===== config.mk =====
export PLATFORM = sky130hd
export DESIGN_NAME = reg_scoreboard
export DESIGN_NICKNAME = d
export VERILOG_FILES = /design/src/rtl/reg_scoreboard.sv
export SDC_FILE = /design/constraint.sdc
export NUM_CORES = 1
export LEC_CHECK = 0
export CORE_MARGIN = 3
export CORE_UTILIZATION = 70
export CTS_CLUSTER_SIZE = 10
export DETAILED_ROUTE_END_ITERATION = 6
export DONT_BUFFER_PORTS = 1
export GPL_ROUTABILITY_DRIVEN = 0
export PLACE_DENSITY_LB_ADDON = 0.05
export SLEW_MARGIN = 5
export SYNTH_ARGS = -nofsm -noshare
export SYNTH_HDL_FRONTEND = slang
export SYNTH_SLANG_ARGS = --single-unit
export TNS_END_PERCENT = 20

===== constraint.sdc =====
create_clock -name Clk -period 6.7 [get_ports Clk]
set_input_delay 0.67 -clock Clk [delete_from_list [all_inputs] [get_ports Clk]]
set_output_delay 0.67 -clock Clk [all_outputs]
set_load 0.01 [all_outputs]

===== src/rtl/reg_scoreboard.sv =====
// -----------------------------------------------------------------------------
// reg_scoreboard
//
// Purpose:
//   Tracks architectural registers that have outstanding long-latency writes
//   (loads, mul/div) and holds decode until each result exists. It sits beside
//   ID and looks at the same Rs1/Rs2 view as the forwarding unit. Whenever the
//   forwarding unit picks a value, this block's stall guarantees that value is
//   valid.
//
//   Each register has a small saturating pending counter. Issue of an accepted
//   long-latency write increments it, and a write-back completion decrements
//   it. A flush clears every counter. Register x0 is never tracked.
//
// Optional feature (compile-time macro SCOREBOARD_PERF_EN):
//   When defined, adds StallCntOut, a saturating count of stall cycles.
//   When undefined, that port and its counter are absent.
//
// Ports:
//   Clk               in   core clock, rising edge
//   Rst               in   asynchronous active-low reset
//   IssueValidIn      in   ID presents an instruction this cycle
//   IssueRdEnableIn   in   instruction writes Rd
//   IssueRdAddrIn     in   destination register
//   IssueLongLatIn    in   result not available from EX (load/mul/div)
//   Rs1AddrRegFileIn  in   source 1 address
//   Rs1ReadEnableIn   in   source 1 used
//   Rs2AddrRegFileIn  in   source 2 address
//   Rs2ReadEnableIn   in   source 2 used
//   CompleteValidIn   in   a long-latency result is written back this cycle
//   CompleteRdAddrIn  in   register of that result
//   FlushIn           in   pipeline flush, kills all tracked writes
//   StallOut          out  hold IF/ID, insert bubble into EX (combinational)
//   IssueAcceptOut    out  instruction leaves ID this cycle
//   BusyOut           out  any pending counter non-zero
//   ErrOut            out  sticky protocol error (completion with nothing pending)
//   StallCntOut       out  stall-cycle counter (SCOREBOARD_PERF_EN only)
// -----------------------------------------------------------------------------
module reg_scoreboard #(
    parameter int REG_NUM = 32,
    parameter int ADDR_W  = 5,
    parameter int PEND_W  = 2,
    parameter int PERF_W  = 32
) (
    input  logic              Clk,
    input  logic              Rst,
    input  logic              IssueValidIn,
    input  logic              IssueRdEnableIn,
    input  logic [ADDR_W-1:0] IssueRdAddrIn,
    input  logic              IssueLongLatIn,
    input  logic [ADDR_W-1:0] Rs1AddrRegFileIn,
    input  logic              Rs1ReadEnableIn,
    input  logic [ADDR_W-1:0] Rs2AddrRegFileIn,
    input  logic              Rs2ReadEnableIn,
    input  logic              CompleteValidIn,
    input  logic [ADDR_W-1:0] CompleteRdAddrIn,
    input  logic              FlushIn,
    output logic              StallOut,
    output logic              IssueAcceptOut,
    output logic              BusyOut,
    output logic              ErrOut
`ifdef SCOREBOARD_PERF_EN
    ,
    output logic [PERF_W-1:0] StallCntOut
`endif
);

    localparam logic [PEND_W-1:0] CNT_ZERO = '0;
    localparam logic [PEND_W-1:0] CNT_ONE  = PEND_W'(1);
    localparam logic [PEND_W-1:0] CNT_MAX  = '1;
    localparam logic [ADDR_W-1:0] ADDR_X0  = '0;

    // Flattened view of every per-register counter, driven from the generate loop.
    logic [PEND_W-1:0] pend_cnt [REG_NUM];
    logic [REG_NUM-1:0] pend_nz;

    logic [PEND_W-1:0] rs1_cnt;
    logic [PEND_W-1:0] rs2_cnt;
    logic [PEND_W-1:0] iss_cnt;
    logic [PEND_W-1:0] cmp_cnt;

    logic hit1;
    logic hit2;
    logic full;
    logic stall;
    logic accept;
    logic inc;
    logic dec;
    logic err_q;
    logic err_d;

    assign rs1_cnt = pend_cnt[Rs1AddrRegFileIn];
    assign rs2_cnt = pend_cnt[Rs2AddrRegFileIn];
    assign iss_cnt = pend_cnt[IssueRdAddrIn];
    assign cmp_cnt = pend_cnt[CompleteRdAddrIn];

    // A source whose last outstanding write completes this very cycle is
    // forwarded from WB, so it must not stall. With more than one write still
    // pending the register remains unresolved even while one completes.
    always_comb begin
        hit1 = Rs1ReadEnableIn && (Rs1AddrRegFileIn != ADDR_X0) && (rs1_cnt != CNT_ZERO)
               && !(CompleteValidIn && (CompleteRdAddrIn == Rs1AddrRegFileIn) && (rs1_cnt == CNT_ONE));
        hit2 = Rs2ReadEnableIn && (Rs2AddrRegFileIn != ADDR_X0) && (rs2_cnt != CNT_ZERO)
               && !(CompleteValidIn && (CompleteRdAddrIn == Rs2AddrRegFileIn) && (rs2_cnt == CNT_ONE));
        // A saturated counter can still absorb a new issue if a completion frees a slot now.
        full = IssueRdEnableIn && IssueLongLatIn && (IssueRdAddrIn != ADDR_X0)
               && (iss_cnt == CNT_MAX)
               && !(CompleteValidIn && (CompleteRdAddrIn == IssueRdAddrIn));
    end

    assign stall  = IssueValidIn && !FlushIn && (hit1 || hit2 || full);
    assign accept = IssueValidIn && !stall && !FlushIn;
    assign inc    = accept && IssueRdEnableIn && IssueLongLatIn && (IssueRdAddrIn != ADDR_X0);
    assign dec    = CompleteValidIn && (CompleteRdAddrIn != ADDR_X0) && (cmp_cnt != CNT_ZERO);

    // Completion to a tracked register with nothing outstanding is a protocol error.
    assign err_d  = err_q || (CompleteValidIn && (CompleteRdAddrIn != ADDR_X0) && (cmp_cnt == CNT_ZERO));

    genvar gi;
    generate
        for (gi = 0; gi < REG_NUM; gi++) begin : g_reg
            localparam logic [ADDR_W-1:0] IDX = ADDR_W'(gi);

            logic [PEND_W-1:0] cnt_q;
            logic [PEND_W-1:0] cnt_d;
            logic              inc_here;
            logic              dec_here;

            assign inc_here = inc && (IssueRdAddrIn == IDX);
            assign dec_here = dec && (CompleteRdAddrIn == IDX);

            always_comb begin
                cnt_d = cnt_q;
                if (FlushIn) begin
                    cnt_d = CNT_ZERO;
                end else if (inc_here && !dec_here) begin
                    if (cnt_q != CNT_MAX) begin
                        cnt_d = cnt_q + CNT_ONE;
                    end
                end else if (dec_here && !inc_here) begin
                    // dec already guarantees a non-zero count
                    cnt_d = cnt_q - CNT_ONE;
                end
            end

            always_ff @(posedge Clk or negedge Rst) begin
                if (!Rst) begin
                    cnt_q <= CNT_ZERO;
                end else begin
                    cnt_q <= cnt_d;
                end
            end

            assign pend_cnt[gi] = cnt_q;
            assign pend_nz[gi]  = (cnt_q != CNT_ZERO);
        end
    endgenerate

    always_ff @(posedge Clk or negedge Rst) begin
        if (!Rst) begin
            err_q <= 1'b0;
        end else begin
            err_q <= err_d;
        end
    end

    assign StallOut       = stall;
    assign IssueAcceptOut = accept;
    assign BusyOut        = |pend_nz;
    assign ErrOut         = err_q;

`ifdef SCOREBOARD_PERF_EN
    localparam logic [PERF_W-1:0] PERF_MAX = '1;
    localparam logic [PERF_W-1:0] PERF_ONE = PERF_W'(1);

    logic [PERF_W-1:0] stall_cnt_q;
    logic [PERF_W-1:0] stall_cnt_d;

    always_comb begin
        stall_cnt_d = stall_cnt_q;
        if (stall && (stall_cnt_q != PERF_MAX)) begin
            stall_cnt_d = stall_cnt_q + PERF_ONE;
        end
    end

    always_ff @(posedge Clk or negedge Rst) begin
        if (!Rst) begin
            stall_cnt_q <= '0;
        end else begin
            stall_cnt_q <= stall_cnt_d;
        end
    end

    assign StallCntOut = stall_cnt_q;
`endif

endmodule

Word level (Yosys, flattened, before mapping) --
Cells that the tools add are included.
Storage, ports and cells: output and inout port bits 4, logic and storage cells 709, bits of input ports 29, flip-flop bits (word level) 65
Cells by class: bitwise operators 4, reduce and logical (&&, ||, !) cells 332, $lt $le $gt $ge 4, $add $sub $neg 64, mux-type cells 140, equal/unequal tests 132
Operator list (count):
- 2-to-1 mux 2 bit | 136
- equality test 5 bit, second input constant | 32
- logical AND 1 bit | 153
- != test 3 x 2 -> 1 bit, second input constant | 32
- nonzero test 3 bit | 32
- equality test 5 x 4 -> 1 bit, second input constant | 16
- nonzero test 2 bit | 35
- logical NOT 1 bit | 69
- adder 2 x 1 -> 2 bit, second input constant | 32
- != test 2 bit, second input constant | 32
- AND reduction 2 bit | 32
- subtractor 2 x 1 -> 2 bit, second input constant | 32
- binary-select mux 2 bit (select 5 bit) | 4
- equality test 5 x 3 -> 1 bit, second input constant | 8
- OR reduction 32 bit | 1
- greater-or-equal comparator 6 bit, second input constant | 4
- inverter 5 -> 6 bit | 4
- equality test 5 x 2 -> 1 bit, second input constant | 4
- nonzero test 5 bit | 4
- equality test 5 bit | 3
- equality test 5 x 1 -> 1 bit, second input constant | 2
- logical NOT 5 bit | 2
- equality test 2 x 1 -> 1 bit, second input constant | 2
- logical OR 1 bit | 3
- 2 further kinds | 2

Depth between registers and ports, before layout --
Gate-level depths: netlist of run 1.
word-level depth 23, mapped depth 14, depth with buffers taken out 8

Worst setup path after synthesis of run 1 --
Ideal clock, no wire load.
kind input port to output port, start point in IssueRdAddrIn[1], end point out IssueAcceptOut, stages on the path 12, setup slack 2986 ps, path buffers 5, arrival time 3044 ps, data required time 6030 ps, path through buf_2 > buf_2 > mux4_2 > a22oi_1 > and3_1 > nor4_1 > or2_1 > buf_6 > or3_4 > clkbuf_1 > buf_2 > nor2_1
Between the ends: longest elaborated chain between the ends 12, elaborated cells between the ends (all ways) 17, those cells by class eq/ne (2); mux (3); bitwise (1); reduce/logical (11)
Ends and longest elaborated chain:
- start, declared | RTL line 49 | input logic [ADDR_W-1:0] IssueRdAddrIn,
- inverter 5 -> 6 bit (not written as such) | RTL line 94 | assign iss_cnt = pend_cnt[IssueRdAddrIn];
- binary-select mux 2 bit (select 5 bit) | RTL line 94
- 2-to-1 mux 2 bit (not written as such) (2 in series) | RTL line 94
- equality test 2 bit | RTL line 107 | && (iss_cnt == CNT_MAX)
- logical AND 1 bit | RTL line 107
- logical AND 1 bit * | RTL line 108 | && !(CompleteValidIn && (CompleteRdAddrIn == IssueRdAddrIn));
- logical OR 1 bit * | RTL line 111 | assign stall = IssueValidIn && !FlushIn && (hit1 || hit2 || full);
- logical AND 1 bit * | RTL line 111
- logical NOT 1 bit * | RTL line 112 | assign accept = IssueValidIn && !stall && !FlushIn;
- logical AND 1 bit * (2 in series) | RTL line 112
- end, declared | RTL line 59 | output logic IssueAcceptOut,
Mark *: on every way between the ends. The rest lies on a longest branch, timed or not. The select of a mux whose other input is x is not followed.

Worst setup path in the final report of run 1 --
start point reg g_reg[21].cnt_q[0], end point out IssueAcceptOut
Between the ends: longest elaborated chain between the ends 13, elaborated cells between the ends (all ways) 30, those cells by class eq/ne (3); mux (9); reduce/logical (18)
Ends and longest elaborated chain:
- start, declared | RTL line 124 | logic [PEND_W-1:0] cnt_q;
- start signal, assigned | RTL line 150 | cnt_q <= cnt_d;
- binary-select mux 2 bit (select 5 bit) (on tied branches) | RTL line 92, 93
- 2-to-1 mux 2 bit (on tied branches) (2 in series) | RTL line 92, 93
- equality test 2 x 1 -> 1 bit (on tied branches) | RTL line 102, 104
- logical AND 1 bit (on tied branches) | RTL line 102, 104
- logical NOT 1 bit (on tied branches) | RTL line 102, 104
- logical AND 1 bit (on tied branches) | RTL line 102, 104
- logical OR 1 bit | RTL line 111
- logical OR 1 bit * | RTL line 111
- logical AND 1 bit * | RTL line 111
- logical NOT 1 bit * | RTL line 112
- logical AND 1 bit * (2 in series) | RTL line 112
Marked as above.

==> results of run 1 <==
-- synthesized netlist by cell type (8+ instances only) --
| cell | count |
|---|---|
| or3_1 | 21 |
| xor2_1 | 9 |
| buf_2 | 13 |
| clkbuf_1 | 32 |
| o21ai_0 | 32 |
| dfrtp_1 | 65 |
| nand4_1 | 13 |
| o21a_1 | 9 |
| a21oi_1 | 57 |
| nor3_1 | 30 |
| a22oi_1 | 15 |
| and2_1 | 8 |
| inv_1 | 10 |
| mux4_2 | 43 |
| nand3_1 | 35 |
| xnor2_1 | 32 |
| nor4_1 | 19 |
| mux2i_1 | 25 |
| nor2_1 | 63 |
| o31ai_1 | 9 |
| nor2b_1 | 11 |
| nand2_1 | 39 |
| or2_2 | 13 |
| or4_1 | 15 |
-- worst register-to-register path: cells and delay by family (launching register included) --
family / cells / cell delay (ns)
AO/OA/AOI/OAI: 3 / 0.60
AND/OR/NAND/NOR: 2 / 1.26
multiplexers: 3 / 1.09
flip-flops: 1 / 0.51
-- routing by layer --
metal | vias to the layer above | track usage | wire, µm
li1 | 2645 | - | -
met1 | 2995 | 0.565 | 7280
met2 | 606 | 0.616 | 8840
met3 | 166 | 0.151 | 3800
met4 | 0 | 0.208 | 1280
met5 | - | 0 | 0
-- cell type report --
class,count,area (µm²),share of cell area
Clock buffer,10,138,0.0214
Sequential cell,65,1630,0.253
Clock inverter,6,90.1,0.0140
Multi-Input combinational cell,586,4350,0.677
Tap cell,105,131,0.0204
Timing Repair Buffer,4,55.1,0.00856
Inverter,10,37.5,0.00584
-- registers in the layout (all words and copies together), names as in the netlist --
register  cells
ErrOut        1
g.cnt_q      64
-- what timing repair did --
item	CTS	global route
hold endpoints to repair	42	15
setup endpoints to repair	0	0
hold buffers	2	1
setup buffers	0	0
-- logic make-up (layout without fill, tap and decap cells) --
kind of cell | after synthesis | count (layout) | share of synthesized area
multiplexers | 76 | 76 | 0.210
adder cells (fa/ha/maj) | 1 | 1 | 0.00200
AND/OR/NAND/NOR | 299 | 299 | 0.255
buffers and inverters | 64 | 30 | 0.0457
flip-flops | 65 | 65 | 0.260
AO/OA/AOI/OAI | 169 | 169 | 0.171
XOR/XNOR | 41 | 41 | 0.0573
-- path summary, 6_finish.rpt --
check	startpoint	to	slack (ns)	cells after the start
min in group Clk	FlushIn	g_reg[13].cnt_q[0]	0.37	1
worst max-delay path	g_reg[21].cnt_q[0]	IssueAcceptOut	2.70	6
worst max register to register	g_reg[14].cnt_q[0]	g_reg[2].cnt_q[0]	3.13	8
worst min-delay path	Rst	g_reg[0].cnt_q[0]	0.009	0
worst min register to register	ErrOut	ErrOut	0.54	1
max in group asynchronous	Rst	g_reg[21].cnt_q[1]	5.26	1
-- where the power goes --
part | switching (mW) | internal [mW] | leakage [nW]
Clock | 0.176 | 0.221 | 0.113
Combinational | 0.0632 | 0.0399 | 1.21
Sequential | 0.00146 | 0.392 | 0.903
==> results_dict.tcl, run 1 <==
set metrics [dict create \
    fin_crit_sh 0.597 \
    area_growth_pct 2.64 \
    drtAntennaViolNets 0 \
    violations "DRC" \
    whs_ns 0.00937 \
    die_w_um 101 \
    synth_area_leaders "dfrtp_1, mux4_2, a21oi_1" \
    pre_cts_slack_ns 2.97 \
    dieArea_um2 10100 \
    ys_types 59 \
    yosysTopAreaCell "dfrtp_1" \
    arrival_ns 3.33 \
    drc_errors 16 \
    syn_area_um2 6260 \
    synth-seq-area-share 0.260 \
    drive_gt1_frac 0.131 \
    final.setup.worst_slack_ns 2.70 \
    gr-total-overflow 0 \
    finalCriticalPeriod_ns 4.00 \
    layout_commonest_cell "dfrtp_1" \
    syn_nets 745 \
    syn_avg_cell_area_um2 8.76 \
    grt_max_degree 60 \
    grt_pass1_vias 6098 \
    finalSetupViolations 0 \
    stdcell_count 786 \
    grt_pass1_wl_um 32700 \
    maxSlewViolCount 0 \
    worst_pin_slew_ns 1.21 \
    nNetsFinal 706 \
    total_power_mw 0.894 \
    setup.worst_path.start_class "flip-flop" \
    placedCellCount 767 \
    setup.worst_path.class "flip-flop to primary output" \
    fillers 620 \
    root_buffer "clkbuf_8" \
    routed_wl_um 21200 \
    track_usage 0.425 \
    worst_path_max_delay_cell "nor4_2" \
    setup_tns_ns 0 \
    routed_via_density 8.16 \
    synth_edf_count 0 \
    start_util 0.740 \
    drt_pre_antenna_iters 7 \
    die_h_um 101 \
    status "complete, but fails checks" \
    critPathMaxFanout 59 \
    final_cell_mix "dfrtp_1, nor2_1, a21oi_1" \
    synth.top_cell.area_share 0.260 \
    pin_count 33 \
    critPathBufInv 0 \
    crit_path_frequent_cell "nor2_1" \
    wl_per_cell_um 27.0 \
    post-route-util 0.760 \
    antenna_found_initial 0 \
    cts_tree "yes" \
    post-dp-hpwl_um 14600 \
    clockBufferDepth 2 \
    cp.required_ns 6.03 \
    hold_class "input pin to async pin" \
    cts_resized 0 \
    yosys_warnings 0 \
    postSynthCellCount 715 \
    cts_made_buffers 9 \
    path_delay_family "simple AND/OR/NAND/NOR gates" \
    clock_latency_ns 0.37 \
    clk_pin_slew_ns 0.08 \
    portBuffers 0 \
    rows 33 \
    core_area_um2 8460 \
    async_flop_share 1.00 \
    end_kind "primary output" \
    crit_chain "nor2_1, mux4_2, a311o_1, nor4_2, or3_4, nor2_1" \
    timing.fmax_ghz 0.250 \
    htreeDepth 3 \
    placed_area_um2 6150 \
    skew_ns 0.0202 \
    ys_dominant_reg_cell "dfrtp_1" \
    relSlewSlack 0.192 \
    ys_ff_latch 65 \
    max_cap_violations 0 \
    cts.sinks 65 \
    design_area_um2 6430 \
    hold_viol 0 \
    leakage_nw 2.23 \
    ir_worst_vdd_uv 130 \
    antennaDiodeCount 0 \
    max_stage_delay_ns 0.64 \
    drt_iter0_drc 1137 \
    rsz0062_at_grt "no" \
    power_per_cell_area_nw_per_um2 139 \
    vias 6412 \
]
Note: power is estimated with default switching activity, not from simulation.
==> run 2: changes to the inputs <==
CORE_UTILIZATION = 59   (was 70)
clock period = 3.4 ns   (was 6.7 ns; I/O delays follow)
==> results_dict.tcl, run 2 (synthesized netlist as in run 1, its figures left out) <==
set metrics [dict create \
    status "finished clean" \
    timing.fmax_ghz 0.301 \
    nNetsFinal 723 \
    setup.worst_path.class "flip-flop to primary output" \
    end_kind "primary output" \
    maxSlewViolCount 0 \
    hp-start "FlushIn" \
    arrival_ns 2.99 \
    finalCriticalPeriod_ns 3.33 \
    clk_pin_slew_ns 0.08 \
    hold_viol 0 \
    grt_max_degree 66 \
    core_area_um2 10000 \
    drt_iter0_drc 1202 \
    dieArea_um2 11900 \
    stdcell_count 832 \
    cp.required_ns 3.06 \
    cts_made_buffers 9 \
    htreeDepth 3 \
    clockBufferDepth 2 \
    area_growth_pct 6.21 \
    wl_met1_um 8410 \
    power_per_cell_area_nw_per_um2 274 \
    finalSetupViolations 0 \
    fin_crit_sh 0.978 \
    leakage_nw 2.33 \
    crit_chain "mux4_2, mux2_2, a2111oi_4, nor4_4, or3_4, buf_6, nor2_2" \
    largest_reg_flops 64 \
    drtAntennaViolNets 0 \
    vias 6406 \
    ir_worst_vdd_uv 325 \
    routed_wl_um 22000 \
    antenna_found_initial 1 \
    setup.worst_path.start_class "flip-flop" \
    track_usage 0.381 \
    cp-startpoint "g_reg[1].cnt_q[0]" \
    drt_pre_antenna_iters 7 \
    hold_class "input pin to flip-flop" \
    gr-total-overflow 0 \
    highest_layer "met4" \
    root_buffer "clkbuf_8" \
    worst_path_max_delay_cell "mux4_2" \
    die_w_um 109 \
    wl_per_cell_um 26.4 \
    pin_count 33 \
    drc_errors 0 \
    worst_pin_slew_ns 0.783 \
    grt_pass1_wl_um 33700 \
    relSlewSlack 0.473 \
    max_stage_delay_ns 0.49 \
    dr_wl_met2_um 9360 \
    largest-register "g.cnt_q" \
    rsz0062_at_grt "no" \
    post-cts-setup-buffer-count 0 \
    wl_met3_um 3430 \
    total_power_mw 1.82 \
    cts_tree "yes" \
    r2r_start "g_reg[1].cnt_q[0]" \
    routed_via_density 7.70 \
    max_cap_violations 0 \
    portBuffers 0 \
    placedCellCount 811 \
    cts.sinks 65 \
    critPathMaxFanout 33 \
    start_util 0.624 \
    grt_pass1_vias 5941 \
    setup_tns_ns 0 \
    die_h_um 109 \
    drive_gt1_frac 0.160 \
    post-dp-hpwl_um 15400 \
    skew_ns 0.0131 \
    final_cell_mix "dfrtp_1, nor2_1, a21oi_1" \
    clock_latency_ns 0.39 \
    rows 36 \
]
run 2: stage by stage:
stage	instance area, µm²	setup WS (ns)	hold WS (ns)	utilization
after floorplan	6260	0.263	0.0444	-
after global placement	6310	0.291	0.0459	0.628
after detailed placement	6310	0.216	0.0462	0.628
after CTS	6620	0.0112	0.00359	0.659
after global routing	6650	0.0364	0.00376	0.662
final	6650	0.0750	0.0208	0.662
run 2: layout make-up:
cell class / instances / area [µm²]
antenna: 1 / 2.50
inverter: 10 / 37.5
sequential: 65 / 1630
fill: 828 / 3390
timing repair buffer: 21 / 189
tap: 133 / 166
multi-input combinational: 586 / 4390
clock inverter: 4 / 73.8
clock buffer: 12 / 165
run 2: critical path: cells and delay by family, from the launching register on:
kind | cells | cell delay (ns)
mux | 2 | 0.80
simple gates | 3 | 0.68
flops | 1 | 0.48
compound gates | 1 | 0.42
buf+inv | 1 | 0.20
run 2: per-layer routing:
metal | up-vias | track usage
li1 | 2683 | -
met1 | 3091 | 0.523
met2 | 545 | 0.545
met3 | 87 | 0.147
met4 | 0 | 0.142
met5 | - | 0
run 2: timing repair:
| action | 4_1_cts | 5_1_grt |
|---|---|---|
| gates resized for setup | 2 | 8 |
| pin swaps | 0 | 1 |
| endpoints found under the setup margin | 1 | 1 |
| hold endpoints to repair | 70 | 4 |
| hold buffers | 3 | 1 |
run 2: worst paths after layout:
| check | end | slack, ns | cells past startpoint |
|---|---|---|---|
| max | IssueAcceptOut | 0.07 | 7 |
| min | g_reg[12].cnt_q[1] | 0.02 | 1 |
| max reg2reg | g_reg[28].cnt_q[1] | 0.13 | 8 |
| min reg2reg | ErrOut | 0.53 | 1 |
| max in group asynchronous | g_reg[20].cnt_q[1] | 2.55 | 2 |
| min in group asynchronous | g_reg[24].cnt_q[1] | 0.51 | 2 |
run 2: power breakdown:
part	switching (mW)	internal [mW]	total, mW
registers	0.00190	0.773	0.775
clock network	0.343	0.473	0.816
logic	0.140	0.0911	0.231
total	0.485	1.34	1.82
